==> src/rtl/divider_32_bit.sv <==
// Sequential restoring divider, 32-bit, fixed 34-cycle start-to-done latency.
// Ports: clock, clear_n (async low reset), start/signed_op/dividend/divisor in;
//   busy, done, quotient, remainder, div_by_zero out.
// Optional macro DIVIDER_SIGNED_EN enables two's-complement operation.
module divider_32_bit #(
    parameter int WIDTH = 32
) (
    input  logic             clock,
    input  logic             clear_n,
    input  logic             start,
    input  logic             signed_op,
    input  logic [WIDTH-1:0] dividend,
    input  logic [WIDTH-1:0] divisor,
    output logic             busy,
    output logic             done,
    output logic [WIDTH-1:0] quotient,
    output logic [WIDTH-1:0] remainder,
    output logic             div_by_zero
);

    typedef enum logic [1:0] {
        IDLE,
        RUN,
        FIX,
        DONE
    } state_t;

    state_t           state_q, state_d;
    logic [4:0]       cnt_q, cnt_d;
    logic [WIDTH-1:0] rem_q, rem_d;
    logic [WIDTH-1:0] quo_q, quo_d;
    logic [WIDTH-1:0] dvsr_q, dvsr_d;
    logic [WIDTH-1:0] dvnd_q, dvnd_d;
    logic             qneg_q, qneg_d;
    logic             rneg_q, rneg_d;
    logic             zero_q, zero_d;
    logic             busy_q, busy_d;
    logic             done_q, done_d;
    logic [WIDTH-1:0] quotient_q, quotient_d;
    logic [WIDTH-1:0] remainder_q, remainder_d;
    logic             div_by_zero_q, div_by_zero_d;

    logic             sgn_op;
    logic             a_neg, b_neg;
    logic [WIDTH-1:0] a_mag, b_mag;
    logic [WIDTH:0]   sh, trial;

    always_comb begin
`ifdef DIVIDER_SIGNED_EN
        sgn_op = signed_op;
`else
        // signed_op has no effect in the unsigned-only build
        sgn_op = signed_op & 1'b0;
`endif
        a_neg = sgn_op & dividend[WIDTH-1];
        b_neg = sgn_op & divisor[WIDTH-1];
        a_mag = a_neg ? ('0 - dividend) : dividend;
        b_mag = b_neg ? ('0 - divisor) : divisor;

        // one restoring step: shift {rem,quo} left, 33-bit trial subtract
        sh    = {rem_q, quo_q[WIDTH-1]};
        trial = sh - {1'b0, dvsr_q};

        state_d       = state_q;
        cnt_d         = cnt_q;
        rem_d         = rem_q;
        quo_d         = quo_q;
        dvsr_d        = dvsr_q;
        dvnd_d        = dvnd_q;
        qneg_d        = qneg_q;
        rneg_d        = rneg_q;
        zero_d        = zero_q;
        busy_d        = busy_q;
        done_d        = 1'b0;
        quotient_d    = quotient_q;
        remainder_d   = remainder_q;
        div_by_zero_d = div_by_zero_q;

        unique case (state_q)
            IDLE: begin
                if (start) begin
                    state_d = RUN;
                    busy_d  = 1'b1;
                    cnt_d   = 5'd31;
                    rem_d   = '0;
                    quo_d   = a_mag;
                    dvsr_d  = b_mag;
                    dvnd_d  = dividend;
                    qneg_d  = a_neg ^ b_neg;
                    rneg_d  = a_neg;
                    zero_d  = (divisor == '0);
                end
            end
            RUN: begin
                if (!trial[WIDTH]) begin
                    rem_d = trial[WIDTH-1:0];
                    quo_d = {quo_q[WIDTH-2:0], 1'b1};
                end else begin
                    rem_d = sh[WIDTH-1:0];
                    quo_d = {quo_q[WIDTH-2:0], 1'b0};
                end
                if (cnt_q == 5'd0) begin
                    state_d = FIX;
                end else begin
                    cnt_d = cnt_q - 5'd1;
                end
            end
            FIX: begin
                state_d = DONE;
                busy_d  = 1'b0;
                done_d  = 1'b1;
                if (zero_q) begin
                    // divide by zero reports the raw dividend bits
                    quotient_d    = '1;
                    remainder_d   = dvnd_q;
                    div_by_zero_d = 1'b1;
                end else begin
                    quotient_d    = qneg_q ? ('0 - quo_q) : quo_q;
                    remainder_d   = rneg_q ? ('0 - rem_q) : rem_q;
                    div_by_zero_d = 1'b0;
                end
            end
            DONE: begin
                // start is not sampled here; accepted next cycle in IDLE
                state_d = IDLE;
            end
            default: state_d = IDLE;
        endcase
    end

    always_ff @(posedge clock or negedge clear_n) begin
        if (!clear_n) begin
            state_q       <= IDLE;
            cnt_q         <= '0;
            rem_q         <= '0;
            quo_q         <= '0;
            dvsr_q        <= '0;
            dvnd_q        <= '0;
            qneg_q        <= 1'b0;
            rneg_q        <= 1'b0;
            zero_q        <= 1'b0;
            busy_q        <= 1'b0;
            done_q        <= 1'b0;
            quotient_q    <= '0;
            remainder_q   <= '0;
            div_by_zero_q <= 1'b0;
        end else begin
            state_q       <= state_d;
            cnt_q         <= cnt_d;
            rem_q         <= rem_d;
            quo_q         <= quo_d;
            dvsr_q        <= dvsr_d;
            dvnd_q        <= dvnd_d;
            qneg_q        <= qneg_d;
            rneg_q        <= rneg_d;
            zero_q        <= zero_d;
            busy_q        <= busy_d;
            done_q        <= done_d;
            quotient_q    <= quotient_d;
            remainder_q   <= remainder_d;
            div_by_zero_q <= div_by_zero_d;
        end
    end

    assign busy        = busy_q;
    assign done        = done_q;
    assign quotient    = quotient_q;
    assign remainder   = remainder_q;
    assign div_by_zero = div_by_zero_q;

endmodule

==> config.mk <==
export PLATFORM = sky130hd
export DESIGN_NAME = divider_32_bit
export DESIGN_NICKNAME = d
export VERILOG_FILES = /design/src/rtl/divider_32_bit.sv
export SDC_FILE = /design/constraint.sdc
export NUM_CORES = 1
export LEC_CHECK = 0
export CORE_ASPECT_RATIO = 0.7
export CORE_MARGIN = 2
export CORE_UTILIZATION = 55
export CTS_BUF_LIST = sky130_fd_sc_hd__clkbuf_4 sky130_fd_sc_hd__clkbuf_8 sky130_fd_sc_hd__clkbuf_16
export CTS_CLUSTER_SIZE = 28
export DETAILED_ROUTE_END_ITERATION = 10
export PLACE_DENSITY = 0.84
export SETUP_SLACK_MARGIN = 0.3
export SYNTH_ARGS = -nofsm -noshare
export SYNTH_HDL_FRONTEND = slang
export SYNTH_SLANG_ARGS = --single-unit
==> constraint.sdc <==
create_clock -name clock -period 3.3 [get_ports clock]
set_input_delay 0.66 -clock clock [delete_from_list [all_inputs] [get_ports clock]]
set_output_delay 0.66 -clock clock [all_outputs]
set_load 0.01 [all_outputs]
==> reports/metrics.cfg <==
[outcome]
run_status=complete, but fails checks
violations=DRC

[worst_setup_path]
cp_slowest_cell=sky130_fd_sc_hd__dfrtp_1
path_class=reg2reg
worstSetupStartpointType=flip-flop
cp_top_family=compound AO/OA/AOI/OAI gates
most_repeated_library_cell_on_the_critical_path=sky130_fd_sc_hd__a211oi_4
crit_path_start=quo_q[31]
crit-reg2reg-launch=quo_q[31]
worstPathRequired_ns=3.69
crit_path_cell_trace=inv_1 > ha_2 > inv_2 > fa_2 > a211oi_4 > o211ai_2 > buf_4 > a211oi_4 > nor2_2 > o311ai_2 > a211oi_4 > buf_6 > buf_4 > clkbuf_16 > mux2i_1 > o21ai_1
data_arrival_critical_path_ns=3.57
path_max_fanout=5
worstPathBufferInverterCount=6
worst_setup_path_end_kind=flip-flop
critical-path-max-stage-delay_ns=0.38

[final_layout]
final_layout_size_suffix_gt1_share_pct=15.2
areaGrowthSynthToFinish_pct=24.8
number_of_antenna_cells_inserted=0
post-route-cell-area_um2=12800
finalNetCount=1207
final_util_pct=70.7

[synth]
post_synth_instance_area_um2=10300
count_of_flip_flops_with_a_built_in_enable_after_synthesis=0
dominantRegCellSynth=sky130_fd_sc_hd__dfrtp_1
netlist_top_cells_count=sky130_fd_sc_hd__dfrtp_1 (203), sky130_fd_sc_hd__nand2_1 (100), sky130_fd_sc_hd__mux2i_1 (79), sky130_fd_sc_hd__mux2_2 (67), sky130_fd_sc_hd__a21oi_1 (62)
post_synth_main_area_contributors=sky130_fd_sc_hd__dfrtp_1 (49%), sky130_fd_sc_hd__mux2i_1 (7.7%), sky130_fd_sc_hd__mux2_2 (7.3%)
postSynthAreaPerCell_um2=10.6
synth.ff_latch_count=203
asyncSetResetFlopFracSynth_pct=100
synthesis.instances=971
ys_warn_count=0
synth_cell_types=58
yosysTopAreaCell=sky130_fd_sc_hd__dfrtp_1
synth_top_area_share_pct=49.4
synth_fp_nets=1077
seq_area_frac_synth_pct=49.4
post-synth-top-count-cell=sky130_fd_sc_hd__dfrtp_1

[clock_network]
clock_insertion_delay_worst_skew_ns=0.51
clock_tree.htree_level_count=1
numCtsBuffers=20
tritoncts_clock_tree=built
clockRootBuffer=sky130_fd_sc_hd__clkbuf_16
max-clock-path-buffers=3
clkTransAtPathRegs_ns=0.07
clock_sink_count=203
hold_fix_buffers_at_cts=0

[sta]
fmax_mhz=314
final.setup.worst_slack_ns=0.111
fin_worst_skew_ns=0.0154
final.min_clock_period_ns=3.19
rsz0062_at_grt=true
part_of_the_cycle_the_worst_path_needs_pct=96.6
timing.final.hold_violations=0
finalMaxSlewViolations=0
worstMarginPinSlew_ns=0.913
headroom_to_the_max_slew_limit_pct=39.2
setup-violations-final=0

[power_and_ir_drop]
power.leakage_nw=5.54
power.ir.vdd_worst_mv=0.643
p_per_area_nw_per_um2=1120

[floorplan]
die_x_um=167
coreArea_um2=18200
design.die.area_um2=19800
boundaryPins=135
start_util_pct=56.6
number_of_rows_created_at_floorplan=41
die_y_um=118

[global_routing]
antenna_found_initial=0
grt_start_max_net_pins=99
grt_overflow=0
grtUsageTotal_pct=26.3
grt_first_pass_wirelength_um=41900
first_global_vias=7666

[detailed_routing]
drcViolationCount=14
final_antenna_net_count=0
routedWlPerCell_um=19.3
drt_pre_antenna_iters=9
via_per_inst=6.00
via_count=8106
dr.first_iter.drc_count=806
overall_routed_net_length_um=26100

[placement]
place_congestion=0.882
dp_hpwl_um=17900
post_dp_area_um2=11900
io_buffers=133
dp_worst_setup_slack_ns=0.0108

[worst_hold_path]
hold_class=in2async

[flow_run]
cap_violations=0

metrics by stage:
step / power (W) / TNS, ns / cells / hold WS [ns]
3_3_place_gp: 0.0111 / 0 / 1302 / 0.482
6_report: 0.0143 / 0 / 1350 / 0.215
5_1_grt: 0.0153 / -0.0160 / 1350 / 0.275
4_1_cts: 0.0140 / 0 / 1342 / 0.248
3_5_place_dp: 0.0114 / 0 / 1302 / 0.488
2_1_floorplan: 0.00903 / 0 / 971 / 0.364
cells by family after synthesis:
group	count (synthesis)	synth area share [%]
AO/OA/AOI/OAI	260	16.4
buffers and inverters	99	3.86
flip-flops	203	49.4
XOR/XNOR	29	2.47
adder cells (fa/ha/maj)	38	4.70
AND/OR/NAND/NOR	196	8.16
multiplexers	146	15.0
cell type report:
class                      count  area (um^2)
clock buffer                  24          556
clock inverter                11          150
fill                        1306         5330
inverter                      44          165
multi-input combinational    669         4950
sequential                   203         5080
tap                          236          295
timing repair buffer         163         1640
worst register-to-register path, delay by kind of cell (launching register included):
family / cells / cell delay (ns)
AOI/OAI and AO/OA: 6 / 1.15
adders and majority gates: 2 / 0.56
buffers and inverters: 6 / 0.75
DFF: 1 / 0.38
muxes: 1 / 0.18
and+or+nand+nor: 1 / 0.08
layer usage:
metal	vias to the layer above	part of all wire, %	track usage (%)	wire, um
li1	3727	-	-	-
met1	4010	48	41.3	12400
met2	337	43	38.3	11300
met3	32	7.4	4.55	1940
met4	0	1.7	5.27	437
met5	-	0	0	0
sequential cells by signal (all words and copies together), names as in the netlist:
register     flops
quotient        32
dvnd_q          32
done             1
div_by_zero      1
cnt_q            5
quo_q           32
remainder       32
busy             1
state_q          2
rem_q           32
dvsr_q          32
zero_q           1
worst paths after layout:
check,depth (start not counted),slack [ns],end
min in group clock,1,0.50,quotient[26]
hold / removal,1,0.22,quotient[8]
setup / recovery,16,0.11,rem_q[17]
hold reg to reg,1,0.50,quotient[26]
setup reg to reg,16,0.11,rem_q[17]
max in group asynchronous,2,2.27,quotient[25]
layout by cell type (no fill, tap or decap), drive strengths merged, types with 29 or more instances in the layout:
cell type	synthesis	final
inv	44	44
clkdlybuf4s50	0	132
a21oi	64	64
ha	37	37
o22a	32	32
buf	24	29
mux2i	79	79
o21ai	88	88
dfrtp	203	203
nor2	55	55
nand2	100	100
mux2	67	67
repair_timing:
item                                   CTS  global route
cloned                                   0             3
pin swaps                               10             2
setup buffers                            5             5
setup endpoints to repair               33            33
endpoints found under the hold margin    0             0
resized for setup                       12            13
where the power goes:
part | leakage [nW] | internal (W) | total, W | switching, W
sequential | 2.46 | 0.00370 | 0.00466 | 0.000958
combinational | 2.73 | 0.00344 | 0.00724 | 0.00381
clock | 0.345 | 0.00144 | 0.00244 | 0.000995
No activity file was read; power rests on OpenSTA's default activity.
